`config.mk`:
```
export PLATFORM = sky130hd
export DESIGN_NAME = verdict_collector
export DESIGN_NICKNAME = d
export VERILOG_FILES = /design/src/rtl/verdict_collector.sv
export SDC_FILE = /design/constraint.sdc
export NUM_CORES = 2
export LEC_CHECK = 0
export CAP_MARGIN = 25
export CORE_ASPECT_RATIO = 0.5
export CORE_UTILIZATION = 45
export CTS_CLUSTER_SIZE = 24
export DETAILED_ROUTE_END_ITERATION = 8
export DONT_BUFFER_PORTS = 1
export GPL_ROUTABILITY_DRIVEN = 0
export PLACE_DENSITY_LB_ADDON = 0.05
export SLEW_MARGIN = 20
export SYNTH_ARGS = -nofsm -noshare
export SYNTH_HDL_FRONTEND = slang
export SYNTH_SLANG_ARGS = --single-unit
```
`constraint.sdc`:
```
create_clock -name clk -period 45.5 [get_ports clk]
set_input_delay 2.275 -clock clk [delete_from_list [all_inputs] [get_ports clk]]
set_output_delay 2.275 -clock clk [all_outputs]
set_load 0.02 [all_outputs]
```
`src/rtl/verdict_collector.sv`:
```
// verdict_collector
// ---------------------------------------------------------------------------
// Sits behind the generated monitor. On every enabled cycle where at least
// one output stream is active, it captures a frame {timestamp, active mask,
// all stream values} into a small frame FIFO. A serializer then emits each
// frame as one word per active stream, lowest stream index first, over a
// valid/ready handshake.
//
// Ports
//   clk        : single clock, rising edge
//   rst        : synchronous active-high reset (flushes FIFO, zeroes ts)
//   en         : capture / timestamp enable (same enable as the monitor)
//   out_value  : monitor outputs, stream i at [i*DATA_W +: DATA_W]
//   out_aktv   : per-stream active flags
//   tx_valid   : output word valid
//   tx_ready   : consumer accepts the word
//   tx_ts      : timestamp of the frame this word belongs to
//   tx_id      : stream index of this word
//   tx_value   : stream value
//   tx_last    : final word of the frame
//   drop       : one-cycle pulse after a frame was discarded (FIFO full)
//   drop_count : saturating 16-bit dropped-frame counter
//                (present only when VERDICT_COLLECTOR_DROP_CNT_EN is defined)
//
// Optional feature macro: VERDICT_COLLECTOR_DROP_CNT_EN
// ---------------------------------------------------------------------------
module verdict_collector #(
    parameter int NUM_OUT = 3,
    parameter int DATA_W  = 64,
    parameter int TS_W    = 32,
    parameter int DEPTH   = 8
) (
    input  logic                      clk,
    input  logic                      rst,
    input  logic                      en,
    input  logic [NUM_OUT*DATA_W-1:0] out_value,
    input  logic [NUM_OUT-1:0]        out_aktv,
    output logic                      tx_valid,
    input  logic                      tx_ready,
    output logic [TS_W-1:0]           tx_ts,
    output logic [2:0]                tx_id,
    output logic [DATA_W-1:0]         tx_value,
    output logic                      tx_last,
    output logic                      drop
`ifdef VERDICT_COLLECTOR_DROP_CNT_EN
    ,
    output logic [15:0]               drop_count
`endif
);

    localparam int              AW       = (DEPTH > 1) ? $clog2(DEPTH) : 1;
    localparam logic [AW:0]     FULL_CNT = (AW+1)'(DEPTH);
    localparam logic [AW:0]     ONE_CNT  = (AW+1)'(1);

    typedef enum logic {S_IDLE, S_EMIT} state_t;

    // Frame storage; the head frame stays in the FIFO until its last word
    // handshakes, so occupancy counts the frame being serialized too.
    logic [TS_W-1:0]           mem_ts_q   [DEPTH];
    logic [NUM_OUT-1:0]        mem_mask_q [DEPTH];
    logic [NUM_OUT*DATA_W-1:0] mem_val_q  [DEPTH];

    state_t              state_q;
    logic [TS_W-1:0]     ts_q;
    logic [AW-1:0]       wr_ptr_q, rd_ptr_q;
    logic [AW:0]         count_q;
    logic [NUM_OUT-1:0]  rem_mask_q;
    logic                tx_valid_q, tx_last_q, drop_q;
    logic [TS_W-1:0]     tx_ts_q;
    logic [2:0]          tx_id_q;
    logic [DATA_W-1:0]   tx_value_q;

    logic                push_req, fifo_full, hs, pop, push, load;
    logic [AW-1:0]       ld_ptr;
    logic [NUM_OUT-1:0]  ld_mask, rem_d;
    logic [TS_W-1:0]     ld_ts;
    logic [NUM_OUT*DATA_W-1:0] ld_vals, cur_vals;

    function automatic logic [2:0] low_id(input logic [NUM_OUT-1:0] m);
        logic [2:0] r;
        r = 3'd0;
        for (int i = NUM_OUT - 1; i >= 0; i--) begin
            if (m[i]) r = 3'(i);
        end
        return r;
    endfunction

    function automatic logic one_left(input logic [NUM_OUT-1:0] m);
        return (m != '0) && ((m & (m - NUM_OUT'(1))) == '0);
    endfunction

    function automatic logic [DATA_W-1:0] pick(input logic [NUM_OUT*DATA_W-1:0] v,
                                               input logic [2:0] id);
        logic [DATA_W-1:0] r;
        r = '0;
        for (int i = 0; i < NUM_OUT; i++) begin
            if (id == 3'(i)) r = v[i*DATA_W +: DATA_W];
        end
        return r;
    endfunction

    always_comb begin
        push_req  = en & (|out_aktv);
        fifo_full = (count_q == FULL_CNT);
        hs        = tx_valid_q & tx_ready;
        pop       = (state_q == S_EMIT) & hs & tx_last_q;
        // A full FIFO still accepts when the head frame retires this edge.
        push      = push_req & (~fifo_full | pop);
        // Load the head from IDLE, or the frame behind the retiring head so
        // frames stream back-to-back without a bubble.
        load      = ((state_q == S_IDLE) & (count_q != '0)) |
                    (pop & (count_q > ONE_CNT));
        ld_ptr    = (state_q == S_IDLE) ? rd_ptr_q : rd_ptr_q + AW'(1);
        ld_ts     = mem_ts_q[ld_ptr];
        ld_mask   = mem_mask_q[ld_ptr];
        ld_vals   = mem_val_q[ld_ptr];
        cur_vals  = mem_val_q[rd_ptr_q];
        // Clear the lowest set bit: the word just handshaken.
        rem_d     = rem_mask_q & (rem_mask_q - NUM_OUT'(1));
    end

    always_ff @(posedge clk) begin
        if (push) begin
            mem_ts_q[wr_ptr_q]   <= ts_q;
            mem_mask_q[wr_ptr_q] <= out_aktv;
            mem_val_q[wr_ptr_q]  <= out_value;
        end
    end

    always_ff @(posedge clk) begin
        if (rst) begin
            state_q    <= S_IDLE;
            ts_q       <= '0;
            wr_ptr_q   <= '0;
            rd_ptr_q   <= '0;
            count_q    <= '0;
            rem_mask_q <= '0;
            tx_valid_q <= 1'b0;
            tx_ts_q    <= '0;
            tx_id_q    <= '0;
            tx_value_q <= '0;
            tx_last_q  <= 1'b0;
            drop_q     <= 1'b0;
        end else begin
            if (en) ts_q <= ts_q + TS_W'(1);
            drop_q <= push_req & fifo_full & ~pop;
            if (push) wr_ptr_q <= wr_ptr_q + AW'(1);
            if (pop)  rd_ptr_q <= rd_ptr_q + AW'(1);
            count_q <= count_q + {{AW{1'b0}}, push} - {{AW{1'b0}}, pop};

            if (load) begin
                state_q    <= S_EMIT;
                rem_mask_q <= ld_mask;
                tx_valid_q <= 1'b1;
                tx_ts_q    <= ld_ts;
                tx_id_q    <= low_id(ld_mask);
                tx_value_q <= pick(ld_vals, low_id(ld_mask));
                tx_last_q  <= one_left(ld_mask);
            end else if (state_q == S_EMIT && hs) begin
                if (tx_last_q) begin
                    state_q    <= S_IDLE;
                    rem_mask_q <= '0;
                    tx_valid_q <= 1'b0;
                    tx_last_q  <= 1'b0;
                end else begin
                    rem_mask_q <= rem_d;
                    tx_id_q    <= low_id(rem_d);
                    tx_value_q <= pick(cur_vals, low_id(rem_d));
                    tx_last_q  <= one_left(rem_d);
                end
            end
        end
    end

`ifdef VERDICT_COLLECTOR_DROP_CNT_EN
    logic [15:0] drop_count_q;

    always_ff @(posedge clk) begin
        if (rst) begin
            drop_count_q <= '0;
        end else if (push_req & fifo_full & ~pop & (drop_count_q != 16'hFFFF)) begin
            drop_count_q <= drop_count_q + 16'd1;
        end
    end

    assign drop_count = drop_count_q;
`endif

    assign tx_valid = tx_valid_q;
    assign tx_ts    = tx_ts_q;
    assign tx_id    = tx_id_q;
    assign tx_value = tx_value_q;
    assign tx_last  = tx_last_q;
    assign drop     = drop_q;

endmodule

```
==> impl_metrics.ini <==
[hold_path]
hold-path-endpoint = rem_mask_q[1]
min_from = rem_mask_q[1]
whs_path_depth = 2
hold_path.class = flip-flop to flip-flop

[logic_synthesis]
synth_largest_area_cell = edfxtp_1
synth.avg_cell_area_um2 = 18.2
syn_nets = 5503
synthAdderAreaFrac = 0.00164
synth-compound-area-share = 0.0511
netlist.area_leader.share = 0.567
ys_types = 53
synth-xor-area-share = 0.00282
yosys.area_share.simple = 0.0242
netlist_area_um2 = 96200
synth_top_family_by_area = multiplexers
yosys_warnings = 0
seq_area_frac_synth = 0.598
synth_ff_type = edfxtp_1
netlist_top_cells_area = edfxtp_1 (57%), mux4_2 (24%), mux2i_1 (6.4%), dfxtp_1 (3.1%), a22oi_1 (2.7%)
synth_async_sr_flop_share = 0
synth_mux_area_frac = 0.300
synth_seq_cells = 1965
synth_cells = 5292
synth_edf_count = 1816

[cells_and_area]
nets = 5373
drive_gt1_frac = 0.274
area_delta_synth_final_pct = 9.25
final_common_cell = edfxtp_1
layout_common_cells = edfxtp_1 (1816), mux4_2 (1004), mux2i_1 (615), a22oi_1 (342), nand3_1 (197)
finalInstanceArea_um2 = 105000
fin_util = 0.497

[detailed_routing]
drtAntennaViolNets = 0
vias_per_cell = 7.02
drc = 0
drtIter0Drc = 7334
wl_per_cell_um = 38.8
drt_wl_total_um = 316000
vias = 57300
drt_first_pass_iters = 5

[clock_tree]
clockBufferDepth = 4
cts_tree = done
hold_buffers = 0
numCtsBuffers = 191
h-tree-depth = 4
cts.sinks = 1965
clock_latency_ns = 0.87
ctsResizeCount = 0
post_cts_buffers = 0
cts-root-buf = clkbuf_16
clk_pin_slew_ns = 0.07

[timing]
maxSlewViolCount = 0
rsz0062_at_grt = false
max_freq_mhz = 155
finalCriticalPeriod_ns = 6.45
setup_viol = 0
slew-limit-headroom = 0.196
skew_ns = 0.0418
worst_hold_slack_ns = 0.479
timing_hold_violations_final = 0
finalSetupTns_ns = 0
tightestPinTransition_ns = 1.20
finalCritPeriodShare = 0.142

[floorplan]
rows = 119
coreArea_um2 = 211000
die_w_um = 656
die_area_um2 = 216000
start_util = 0.455
ios = 301
die_y_um = 329

[flow_run]
maxCapViolations = 0

[global_routing]
grt_remaining_overflow = 0
grt.total_usage = 0.289
grt_max_degree = 149
grt_pass1_wl_um = 440000
antenna_found_initial = 11
grt_pass1_vias = 57000

[pwr]
switching_share = 0.327
power.internal_mw = 3.41
powerDensity_nw_per_um2 = 48.3
pwr-share-comb = 0.236
p_sw_mw = 1.66
seqPwrFrac = 0.458
leakage_nw = 30.5
clkPwrFrac = 0.306
power_mw = 5.07
ir_worst_vdd_mv = 0.0382

[critical_path]
worstSetupPathType = primary input to flip-flop
r2r_cells = 9
crit_fanout = 46
cp.required_ns = 45.96
r2r-end = tx_value[20]
r2r_slack_ns = 39.12
crit_path_end_kind = flip-flop
arrival_ns = 6.91
r2r_start = rd_ptr_q[0]
startpoint_type = primary input

[placement]
dp_hpwl_um = 187000
portBuffers = 0
place_area_um2 = 99200

[outcome]
status = finished clean
==> cells in the mapped netlist (3+ instances only) <==
cell / n
a211oi_1: 32
a21oi_1: 78
a22oi_1: 342
a311oi_1: 64
a31oi_1: 3
and3_1: 5
and4_1: 4
buf_1: 37
buf_2: 194
buf_4: 10
buf_6: 11
clkbuf_1: 215
dfxtp_1: 149
edfxtp_1: 1816
ha_1: 11
inv_1: 15
mux2_2: 5
mux2i_1: 616
mux4_2: 1004
nand2_1: 165
nand2b_1: 3
nand3_1: 197
nand4_1: 11
nor2_1: 84
nor2b_1: 6
nor3_1: 5
nor3b_1: 5
o21ai_0: 9
o22ai_1: 65
o2bb2ai_1: 64
or3_1: 7
xnor2_1: 14
xor2_1: 17
==> critical path: stages <==
cell and delay (ns):
nand3_1 0.15, a31oi_1 0.65, nand2_1 0.33, nor2_4 0.16, buf_4 0.61, buf_4 0.91
buf_4 0.81, buf_4 0.89
==> flip-flops by register name, indices dropped and copies added (netlist names), 2 cells and up, named ones only <==
name,flops
mem_val_q,1536
mem_ts_q,256
tx_value,64
ts_q,32
tx_ts,32
mem_mask_q,24
count_q,4
rd_ptr_q,3
rem_mask_q,3
wr_ptr_q,3
tx_id,2
==> metrics by stage <==
step | setup WS, ns | std cells
6_report | 39.05 | 8152
3_5_place_dp | 38.10 | 7809
3_3_place_gp | 38.12 | 7804
5_1_grt | 38.71 | 8151
2_1_floorplan | 24.69 | 5292
4_1_cts | 38.73 | 8148
==> logic make-up (layout without fill, tap and decap cells) <==
family | Yosys count | count (layout)
xor+xnor | 31 | 31
compound gates | 672 | 672
simple gates | 504 | 504
mux | 1625 | 1625
flops | 1965 | 1965
fa+ha+maj | 12 | 12
other cells | 1 | 2
buf+inv | 482 | 498
==> power by group through the flow <==
stage	combinational [mW]	sequential, mW	clock (mW)
6_report	1.20	2.32	1.55
3_3_place_gp	1.16	2.35	0
3_5_place_dp	1.17	2.35	0
2_1_floorplan	0.733	2.29	0
4_1_cts	1.17	2.32	1.58
5_1_grt	1.25	2.33	1.65
==> how the worst max path moves through the flow <==
stage | slack (ns) | depth (start not counted) | to | from
after floorplan | 24.69 | 5 | mem_mask_q[6][0] | en
after detailed placement | 38.10 | 8 | mem_val_q[7][54] | tx_ready
after global placement | 38.12 | 8 | mem_val_q[7][54] | tx_ready
after global routing | 38.71 | 9 | tx_value[20] | rd_ptr_q[0]
after CTS | 38.73 | 9 | tx_value[20] | rd_ptr_q[0]
final | 39.05 | 8 | mem_val_q[7][108] | tx_ready
==> routing by layer <==
metal | up-vias | GRT usage | part of all wire
li1 | 22500 | - | -
met1 | 31100 | 0.417 | 0.42
met3 | 476 | 0.0914 | 0.12
met5 | - | 0.00660 | 0.00069
met4 | 4 | 0.0620 | 0.021
met2 | 3156 | 0.431 | 0.44
==> cell type report <==
class,instances,area (um2)
inverters,15,56.3
flip-flops and latches,1965,57500
fillers,17100,106000
clock buffers,269,5210
repair buffers,144,1340
clock inverters,70,629
well taps,2843,3560
multi-input cells,2845,36800
diodes,1,2.50
Note: power is estimated with default switching activity, not from simulation.
